==> src/rtl/approx_adder_err_eval_pkg.sv <==
// Shared types and width helpers for the approximate-adder error evaluator.
// Optional feature macro: ERR_EVAL_BITFLIP_EN (per-sum-bit flip counters).
package err_eval_pkg;

  typedef enum logic [1:0] {
    IDLE  = 2'd0,
    SWEEP = 2'd1,
    DRAIN = 2'd2,
    DONE  = 2'd3
  } state_e;

  // Deepest DUT latency the drain counter is sized for.
  localparam int LAT_MAX = 4;

  // Sum width of an IN_W+IN_W adder.
  function automatic int out_w(input int in_w);
    return in_w + 1;
  endfunction

  // Vector counter width: both operands concatenated.
  function automatic int vec_w(input int in_w);
    return 2 * in_w;
  endfunction

  // Counters that can reach N = 2^(2*IN_W) need one extra bit.
  function automatic int cnt_w(input int in_w);
    return 2 * in_w + 1;
  endfunction

  // Sum of N errors each below 2^OUT_W.
  function automatic int sum_w(input int in_w);
    return 2 * in_w + out_w(in_w);
  endfunction

endpackage

==> src/rtl/approx_adder_err_eval_if.sv <==
// Evaluator <-> DUT/host bundle. The evaluator uses the master modport.
// Optional feature macro: ERR_EVAL_BITFLIP_EN adds bit_flip_cnt.
interface approx_adder_err_eval_if
  import err_eval_pkg::*;
#(
  parameter int IN_W = 2
);
  localparam int OUT_W = out_w(IN_W);
  localparam int CNT_W = cnt_w(IN_W);
  localparam int SUM_W = sum_w(IN_W);

  logic              start;
  logic [IN_W-1:0]   opa;
  logic [IN_W-1:0]   opb;
  logic [OUT_W-1:0]  dut_sum;
  logic              busy;
  logic              done;
  logic [CNT_W-1:0]  err_count;
  logic [OUT_W-1:0]  max_abs_err;
  logic [SUM_W-1:0]  sum_abs_err;

`ifdef ERR_EVAL_BITFLIP_EN
  logic [OUT_W*CNT_W-1:0] bit_flip_cnt;

  modport master (
    input  start, dut_sum,
    output opa, opb, busy, done, err_count, max_abs_err, sum_abs_err, bit_flip_cnt
  );
  modport slave (
    output start, dut_sum,
    input  opa, opb, busy, done, err_count, max_abs_err, sum_abs_err, bit_flip_cnt
  );
`else
  modport master (
    input  start, dut_sum,
    output opa, opb, busy, done, err_count, max_abs_err, sum_abs_err
  );
  modport slave (
    output start, dut_sum,
    input  opa, opb, busy, done, err_count, max_abs_err, sum_abs_err
  );
`endif

endinterface

==> src/rtl/approx_adder_err_eval_exp_pipe.sv <==
// LAT-deep shift register carrying {valid, exact sum} alongside the DUT
// path so the reference arrives in the same cycle as dut_sum. LAT=0 is a
// plain passthrough.
module err_eval_exp_pipe #(
  parameter int W   = 3,
  parameter int LAT = 0
) (
  input  logic         clk,
  input  logic         rst_n,
  input  logic         vld_in,
  input  logic [W-1:0] exp_in,
  output logic         vld_out,
  output logic [W-1:0] exp_out
);

  if (LAT == 0) begin : g_pass
    logic unused_clk_rst;
    assign unused_clk_rst = clk ^ rst_n;
    assign vld_out = vld_in;
    assign exp_out = exp_in;
  end else begin : g_pipe
    logic [LAT-1:0] vld_q, vld_d;
    logic [W-1:0]   exp_q [LAT];
    logic [W-1:0]   exp_d [LAT];

    // Shift one stage per cycle; stage 0 takes the new entry.
    always_comb begin
      vld_d    = vld_q;
      vld_d[0] = vld_in;
      exp_d[0] = exp_in;
      for (int i = 1; i < LAT; i++) begin
        vld_d[i] = vld_q[i-1];
        exp_d[i] = exp_q[i-1];
      end
    end

    // Pipeline registers, fully cleared on reset.
    always_ff @(posedge clk or negedge rst_n) begin
      if (!rst_n) begin
        vld_q <= '0;
        for (int i = 0; i < LAT; i++) exp_q[i] <= '0;
      end else begin
        vld_q <= vld_d;
        for (int i = 0; i < LAT; i++) exp_q[i] <= exp_d[i];
      end
    end

    assign vld_out = vld_q[LAT-1];
    assign exp_out = exp_q[LAT-1];
  end

endmodule

==> src/rtl/approx_adder_err_eval.sv <==
// Error evaluator for an external approximate adder: sweeps all operand
// pairs, compares dut_sum against the exact sum LAT cycles later and
// accumulates error count, max and total absolute error.
// Optional feature macro: ERR_EVAL_BITFLIP_EN (per-sum-bit flip counters).
module approx_adder_err_eval
  import err_eval_pkg::*;
#(
  parameter int IN_W = 2,
  parameter int LAT  = 0
) (
  input logic                    clk,
  input logic                    rst_n,
  approx_adder_err_eval_if.master bus
);

  localparam int OUT_W = out_w(IN_W);
  localparam int VEC_W = vec_w(IN_W);
  localparam int CNT_W = cnt_w(IN_W);
  localparam int SUM_W = sum_w(IN_W);
  localparam int DRN_W = $clog2(LAT_MAX);

  localparam logic [VEC_W-1:0] V_LAST   = '1;
  localparam logic [DRN_W-1:0] DRN_LAST = (LAT > 0) ? DRN_W'(LAT - 1) : '0;

  function automatic logic [OUT_W-1:0] abs_diff(input logic [OUT_W-1:0] a,
                                                input logic [OUT_W-1:0] b);
    return (a >= b) ? (a - b) : (b - a);
  endfunction

  state_e             state_q, state_d;
  logic [VEC_W-1:0]   v_q, v_d;
  logic [DRN_W-1:0]   drn_q, drn_d;
  logic               busy_q, busy_d;
  logic               done_q, done_d;
  logic [CNT_W-1:0]   err_count_q, err_count_d;
  logic [OUT_W-1:0]   max_abs_err_q, max_abs_err_d;
  logic [SUM_W-1:0]   sum_abs_err_q, sum_abs_err_d;

  logic               start_ok;
  logic               exp_vld_in;
  logic [OUT_W-1:0]   exp_in;
  logic               cmp_vld;
  logic [OUT_W-1:0]   cmp_exp;
  logic [OUT_W-1:0]   abs_err;

  // Start only counts when no sweep is in flight.
  assign start_ok = bus.start && ((state_q == IDLE) || (state_q == DONE));

  // Next state, vector counter and drain counter.
  always_comb begin
    state_d = state_q;
    v_d     = v_q;
    drn_d   = drn_q;
    case (state_q)
      IDLE, DONE: begin
        if (start_ok) begin
          state_d = SWEEP;
          v_d     = '0;
        end
      end
      SWEEP: begin
        if (v_q == V_LAST) begin
          drn_d   = '0;
          state_d = (LAT == 0) ? DONE : DRAIN;
        end else begin
          v_d = v_q + 1'b1;
        end
      end
      DRAIN: begin
        if (drn_q == DRN_LAST) state_d = DONE;
        else                   drn_d   = drn_q + 1'b1;
      end
      default: state_d = IDLE;
    endcase
    busy_d = (state_d == SWEEP) || (state_d == DRAIN);
    done_d = (state_d == DONE);
  end

  // FSM, counters and registered status outputs.
  always_ff @(posedge clk or negedge rst_n) begin
    if (!rst_n) begin
      state_q <= IDLE;
      v_q     <= '0;
      drn_q   <= '0;
      busy_q  <= 1'b0;
      done_q  <= 1'b0;
    end else begin
      state_q <= state_d;
      v_q     <= v_d;
      drn_q   <= drn_d;
      busy_q  <= busy_d;
      done_q  <= done_d;
    end
  end

  // Operands come straight from the vector counter, which holds the last
  // vector through DRAIN/DONE.
  assign bus.opa = v_q[IN_W-1:0];
  assign bus.opb = v_q[VEC_W-1:IN_W];
  assign bus.busy = busy_q;
  assign bus.done = done_q;

  assign exp_vld_in = (state_q == SWEEP);
  assign exp_in     = OUT_W'(bus.opa) + OUT_W'(bus.opb);

  err_eval_exp_pipe #(
    .W   (OUT_W),
    .LAT (LAT)
  ) u_exp_pipe (
    .clk     (clk),
    .rst_n   (rst_n),
    .vld_in  (exp_vld_in),
    .exp_in  (exp_in),
    .vld_out (cmp_vld),
    .exp_out (cmp_exp)
  );

  assign abs_err = abs_diff(bus.dut_sum, cmp_exp);

  // Metric accumulation: cleared on an accepted start, updated per compare.
  always_comb begin
    err_count_d   = err_count_q;
    max_abs_err_d = max_abs_err_q;
    sum_abs_err_d = sum_abs_err_q;
    if (start_ok) begin
      err_count_d   = '0;
      max_abs_err_d = '0;
      sum_abs_err_d = '0;
    end else if (cmp_vld) begin
      if (abs_err != '0)          err_count_d   = err_count_q + 1'b1;
      if (abs_err > max_abs_err_q) max_abs_err_d = abs_err;
      sum_abs_err_d = sum_abs_err_q + SUM_W'(abs_err);
    end
  end

  // Metric registers.
  always_ff @(posedge clk or negedge rst_n) begin
    if (!rst_n) begin
      err_count_q   <= '0;
      max_abs_err_q <= '0;
      sum_abs_err_q <= '0;
    end else begin
      err_count_q   <= err_count_d;
      max_abs_err_q <= max_abs_err_d;
      sum_abs_err_q <= sum_abs_err_d;
    end
  end

  assign bus.err_count   = err_count_q;
  assign bus.max_abs_err = max_abs_err_q;
  assign bus.sum_abs_err = sum_abs_err_q;

`ifdef ERR_EVAL_BITFLIP_EN
  logic [OUT_W*CNT_W-1:0] bit_flip_cnt_q, bit_flip_cnt_d;

  // Per-sum-bit disagreement counters.
  always_comb begin
    bit_flip_cnt_d = bit_flip_cnt_q;
    if (start_ok) begin
      bit_flip_cnt_d = '0;
    end else if (cmp_vld) begin
      for (int i = 0; i < OUT_W; i++) begin
        if (bus.dut_sum[i] != cmp_exp[i])
          bit_flip_cnt_d[i*CNT_W +: CNT_W] = bit_flip_cnt_q[i*CNT_W +: CNT_W] + 1'b1;
      end
    end
  end

  // Bit-flip counter registers.
  always_ff @(posedge clk or negedge rst_n) begin
    if (!rst_n) bit_flip_cnt_q <= '0;
    else        bit_flip_cnt_q <= bit_flip_cnt_d;
  end

  assign bus.bit_flip_cnt = bit_flip_cnt_q;
`endif

endmodule

==> src/flat_wrapper.sv <==
// flat-port wrapper written by rule: the top's interface ports become plain ports
module approx_adder_err_eval_flat import err_eval_pkg::*;
#(
  parameter int IN_W = 2,
  parameter int LAT  = 0
)
  (clk, rst_n, bus_start, bus_dut_sum, bus_opa, bus_opb, bus_busy, bus_done, bus_err_count, bus_max_abs_err, bus_sum_abs_err);
  approx_adder_err_eval_if #(.IN_W(IN_W)) bus_i ();
  input logic clk;
  input logic rst_n;
  input wire logic [$bits(bus_i.start)-1:0] bus_start;
  input wire logic [$bits(bus_i.dut_sum)-1:0] bus_dut_sum;
  output wire logic [$bits(bus_i.opa)-1:0] bus_opa;
  output wire logic [$bits(bus_i.opb)-1:0] bus_opb;
  output wire logic [$bits(bus_i.busy)-1:0] bus_busy;
  output wire logic [$bits(bus_i.done)-1:0] bus_done;
  output wire logic [$bits(bus_i.err_count)-1:0] bus_err_count;
  output wire logic [$bits(bus_i.max_abs_err)-1:0] bus_max_abs_err;
  output wire logic [$bits(bus_i.sum_abs_err)-1:0] bus_sum_abs_err;
  assign bus_i.start = bus_start;
  assign bus_i.dut_sum = bus_dut_sum;
  assign bus_opa = bus_i.opa;
  assign bus_opb = bus_i.opb;
  assign bus_busy = bus_i.busy;
  assign bus_done = bus_i.done;
  assign bus_err_count = bus_i.err_count;
  assign bus_max_abs_err = bus_i.max_abs_err;
  assign bus_sum_abs_err = bus_i.sum_abs_err;
  approx_adder_err_eval #(.IN_W(IN_W), .LAT(LAT)) u_core (.clk(clk), .rst_n(rst_n), .bus(bus_i));
endmodule
==> config.mk <==
export PLATFORM = sky130hd
export DESIGN_NAME = approx_adder_err_eval_flat
export DESIGN_NICKNAME = d
export VERILOG_FILES = /design/src/rtl/approx_adder_err_eval_pkg.sv /design/src/rtl/approx_adder_err_eval_if.sv /design/src/rtl/approx_adder_err_eval_exp_pipe.sv /design/src/rtl/approx_adder_err_eval.sv /design/src/flat_wrapper.sv
export SDC_FILE = /design/constraint.sdc
export NUM_CORES = 1
export LEC_CHECK = 0
export BUFFER_PORTS_ARGS = -buffer_cell sky130_fd_sc_hd__buf_2
export CAP_MARGIN = 20
export CELL_PAD_IN_SITES_DETAIL_PLACEMENT = 0
export CELL_PAD_IN_SITES_GLOBAL_PLACEMENT = 1
export CORE_UTILIZATION = 45
export CTS_BUF_LIST = sky130_fd_sc_hd__clkbuf_8
export DETAILED_ROUTE_END_ITERATION = 16
export GPL_TIMING_DRIVEN = 0
export PLACE_DENSITY = 0.87
export SYNTH_ARGS = -nofsm -noshare
export SYNTH_HDL_FRONTEND = slang
export SYNTH_SLANG_ARGS = --single-unit
==> constraint.sdc <==
create_clock -name clk -period 4.6 [get_ports clk]
set_input_delay 0.23 -clock clk [delete_from_list [all_inputs] [get_ports clk]]
set_output_delay 0.23 -clock clk [all_outputs]
set_load 0.01 [all_outputs]
* Word level (Yosys, flattened, before mapping)
Index checks and enable logic that the tools add are counted.
** Storage, ports and cells
- Bits in registers :: 25
- Bits of input ports :: 6
- Output and inout bits :: 21
- Logic and storage cells :: 63
** Operators by class
- $add $sub $neg :: 7
- Magnitude comparators :: 2
- Equal/unequal tests :: 11
- Multiplexer cells :: 19
- Reduce and logical (&&, ||, !) cells :: 16
** Operator list (count)
- 5-bit two-way mux :: 3
- 7-bit two-way mux :: 2
- 3-bit two-way mux :: 4
- 2-bit two-way mux :: 5
- 2-bit nonzero test :: 5
- 2-bit == test (second input constant) :: 4
- 4-bit two-way mux :: 2
- 4-bit one-hot mux with 2 select lines :: 1
- 7-bit by 3-bit adder with 7-bit output :: 1
- 2-bit != test (second input constant) :: 3
- 2-bit one-hot mux with 3 select lines :: 1
- 3-bit AND reduction :: 2
- 3-bit subtractor :: 2
- 5-bit by 1-bit adder with 5-bit output (second input constant) :: 1
- 4-bit by 1-bit adder with 4-bit output (second input constant) :: 1
- 2-bit by 1-bit == test with 1-bit output (second input constant) :: 2
- 4-bit == test (second input constant) :: 1
- 2-bit logical NOT :: 2
- 2-bit one-hot mux with 2 select lines :: 1
- 2-bit AND reduction :: 2
- 2-bit by 2-bit adder with 3-bit output :: 1
- 3-bit greater-or-equal comparator :: 1
- 3-bit > comparator :: 1
- 3-bit nonzero test :: 1
- other kinds (5) :: 6

* Logic depth before layout (Yosys ltp)
- Depth in word-level cells :: 7
- Depth in mapped cells :: 13
- Mapped depth without buffers :: 13

* Cells and area by module
A second synthesis with hierarchy kept.
** Unflattened totals
- Cells, all modules :: 182
- Area total of the unflattened synthesis :: 1767.9 µm²
** By module, submodules not included
- approx_adder_err_eval :: instances 1, cells each 178, area an instance 1737.9 µm², seq. area each 625.6 µm²
- err_eval_exp_pipe :: instances 1, cells each 4, area an instance 30.0 µm², seq. area each 0.0 µm²

* Worst setup path after synthesis
No wires, ideal clock.
- Path kind :: reg2reg
- From :: register u_core.v_q[2]
- To :: register u_core.sum_abs_err_q[6] (netlist: u_core.bus.sum_abs_err[6])
- Setup time :: 0.078 ns
- Arrival time :: 3.396 ns
- Required time :: 4.522 ns
- Setup slack :: 1.126 ns
- Stages on the path, launching flop included :: 13
- Buffers on the path :: 0
- Period minus slack after synthesis :: 3.474 ns
- Cells stage by stage :: dfrtp_1 -> ha_1 -> fa_1 -> inv_1 -> fa_1 -> nor2b_1 -> a31o_1 -> or2_1 -> ha_1 -> nand4_1 -> o211a_1 -> or3_1 -> a21oi_1
** Between the ends
- Longest elaborated chain between the ends :: 6
- Elaborated cells on any way between the ends :: 8
- Classes of those cells :: add/sub: 4; order compare: 1; mux: 3
** Ends and longest elaborated chain
- start: declaration :: line approx_adder_err_eval.sv:31 : logic [VEC_W-1:0] v_q, v_d;
- start signal: assignment :: line approx_adder_err_eval.sv:89 : v_q <= v_d;
- 2-bit by 2-bit adder with 3-bit output * :: line approx_adder_err_eval.sv:104 : assign exp_in = OUT_W'(bus.opa) + OUT_W'(bus.opb);
- 3-bit subtractor or 3-bit greater-or-equal comparator (tied branches) :: line approx_adder_err_eval.sv:27 : return (a >= b) ? (a - b) : (b - a);
- 3-bit two-way mux * :: line approx_adder_err_eval.sv:27
- 7-bit by 3-bit adder with 7-bit output * :: line approx_adder_err_eval.sv:132 : sum_abs_err_d = sum_abs_err_q + SUM_W'(abs_err);
- 7-bit two-way mux * :: line approx_adder_err_eval.sv:129 : end else if (cmp_vld) begin
- 7-bit two-way mux * :: line approx_adder_err_eval.sv:125 : if (start_ok) begin
- end signal: assignment :: line approx_adder_err_eval.sv:145 : sum_abs_err_q <= sum_abs_err_d;
- end: declaration :: line approx_adder_err_eval.sv:37 : logic [SUM_W-1:0] sum_abs_err_q, sum_abs_err_d;
Mark *: on every way between the ends. The rest lies on a longest branch, timed or not. The select of a mux whose other input is x is not followed.
A chain may end at the register's enable or synchronous reset.

* Final worst setup path
Same ends and word-level chain as after synthesis.

==> results.ini <==
[global_route]
antenna_found_initial = 0
grt_use_total = 0.1976
grt_pass1_wl_um = 6113
grt_max_degree = 26
grt_pass1_vias = 1316
grt-ovfl-total = 0

[yosys]
yosysUniqueCellTypes = 40
synth_top_cell_by_area = dfrtp_1
synth_most_common_cell = dfrtp_1
synth.area.top_cells = dfrtp_1 38%, ha_1 14%, nand2_1 4.5%, mux2i_1 4.2%, fa_1 3.6%
ys_ff_latch = 25
syn-cell-area_sq_um = 1662
synth_seq_area_share = 0.3765
syn_nets = 201
synthTopCellsByCount = 25 x dfrtp_1, 20 x nand2_1, 18 x ha_1
synth_edf_count = 0
ys_async_sr_fraction = 1.000
syn_inst = 174
syn_avg_cell_area_sq_um = 9.549
ys_warn_count = 0
ys.flop_type = dfrtp_1
synth_top_cell_area_share = 0.3765

[layout]
final_cells = 251
layout.nets = 233
multiInputGateArea_sq_um = 972.2
antenna_cells = 0
fill_cells = 316
drive_above_1_share = 0.1610
regArea_sq_um = 625.6
area_delta_synth_final_pct = 14.83

[route]
first_iter_violations = 29
via_count = 1347
ant_nets = 0
dr.pass1.iters = 4
via_per_inst = 5.367
route.detailed.wl_per_inst_um = 13.61
postRouteWirelength_um = 3417
drc = 0

[cts]
clock-sinks = 25
cts_made_buffers = 3
cts_resized = 0
clk_pin_slew_ps = 90
tritoncts = yes
clock_path_buffers = 2
root_buffer = clkbuf_8
clock_latency_ps = 270
cts_max_level = 1

[critical_path]
endpoint = u_core.bus.sum_abs_err[6]
timing.rr.end = u_core.bus.sum_abs_err[6]
arrival_ps = 3890
crit_fanout = 7
r2r-start = u_core.v_q[2]
critPathKind = flip-flop to flip-flop
critPathLaunchType = flip-flop
regToRegSetupSlack_ps = 910
worst_r2r_path_depth = 12
endpoint_kind = flip-flop
cp-startpoint = u_core.v_q[2]
required_ps = 4800

[sta]
final.setup.tns_ps = 0
fmax_ghz = 0.2707
fin_crit_sh = 0.8032
finalHoldViolCount = 0
rsz0062_at_grt = false
drv_slew = 0
finalSetupViolations = 0
relSlewSlack = 0.6292
fin_worst_skew_ps = 6.249
max_slew.worst_pin.slew_ps = 556.2
fin_crit_ps = 3695

[placed_design]
io_buffer_count = 26
gp_congestion = 0.7861
dp_cells = 246
dpl.hpwl_um = 2709

[floorplan]
die-area_sq_um = 3939
die_x_um = 62.77
rows = 21
start_util = 0.4827
ioPinCount = 27
core-area_sq_um = 3442
die_h_um = 62.77

[flow_run]
maxCapViolCount = 0

[hold_path]
holdCritPathClass = input pin to flip-flop

[run_status]
status = finished, final reports clean

worst min-delay path by stage:
stage                          from                      end  cells past startpoint
after floorplan               rst_n          u_core.bus.busy                      0
after global placement        rst_n  u_core.bus.err_count[0]                      1
after detailed placement      rst_n  u_core.bus.err_count[1]                      1
after CTS                 bus_start        u_core.state_q[1]                      2
after global routing      bus_start        u_core.state_q[1]                      2
final                     bus_start        u_core.state_q[1]                      2
sequential cells by signal, summed over array words and instances, names as in the netlist:
register and cells:
u_core.v_q 4, u_core.bus.err_count 5, u_core.bus.max_abs_err 3, u_core.bus.busy 1
u_core.bus.done 1, u_core.bus.sum_abs_err 7, u_core.drn_q 2, u_core.state_q 2
routing by layer:
metal  up-vias  wire length, um  track usage  part of all wire
li1        670                -            -                 -
met1       651             1526       0.2532              0.45
met2        22             1743       0.3397              0.51
met3         4              105      0.03102             0.031
met4         0               42      0.06105             0.012
met5         -                0            0                 0
kinds of logic (layout without fill, tap and decap cells):
logic type	count (synthesis)	in the layout	synth area share
AO/OA/AOI/OAI	42	42	0.1724
XOR/XNOR	6	6	0.03163
adder cells (fa/ha/maj)	22	22	0.1777
buffers and inverters	17	48	0.03840
flip-flops	25	25	0.3765
multiplexers	7	7	0.04217
AND/OR/NAND/NOR	55	55	0.1611
final cells by class:
| class | count | share of cell area |
|---|---|---|
| multi-input combinational | 132 | 0.5095 |
| sequential | 25 | 0.3279 |
| timing repair buffer | 27 | 0.07344 |
| tap | 46 | 0.03016 |
| inverter | 13 | 0.02557 |
| clock buffer | 3 | 0.02164 |
| buffer | 4 | 0.007869 |
| clock inverter | 1 | 0.003934 |
timing repair:
action                                  in CTS  in global routing
hold endpoints to repair                    25                  0
hold buffers                                 1                  0
buffers inserted                             0                  0
endpoints found under the setup margin       0                  0
critical path, stage by stage (launching register included):
cell	delay (ps)
dfrtp_1	450
ha_1	240
fa_1	560
inv_1	100
fa_1	380
nor2b_1	150
a31o_1	260
or2_1	260
ha_1	350
nand4_1	110
o211a_1	260
or3_1	350
a21oi_1	140
layout by cell type (no fill, tap or decap), types with 4 or more instances in the layout:
cell type / n
buf_2: 26
dfrtp_1: 25
nand2_1: 20
ha_1: 18
inv_1: 13
a21oi_1: 11
nor2_1: 11
nand2b_1: 7
mux2i_1: 7
o21ai_0: 6
o21ai_1: 5
xnor2_1: 4
nand4_1: 4
through the flow:
stage | util | hold WS, ps | area (sq um) | setup WS [ps]
final | 0.5543 | 229.1 | 1908 | 905.3
after global routing | 0.5543 | 242.6 | 1908 | 597.1
after CTS | 0.5543 | 231.0 | 1908 | 872.3
after detailed placement | 0.5373 | 255.2 | 1849 | 898.0
after global placement | 0.5373 | 247.8 | 1849 | 997.7
after floorplan | - | -65.59 | 1662 | 1126
Power is left out: the tool's default activity adds up to more than one toggle a clock period on the data nets, which glitch-free logic cannot reach.
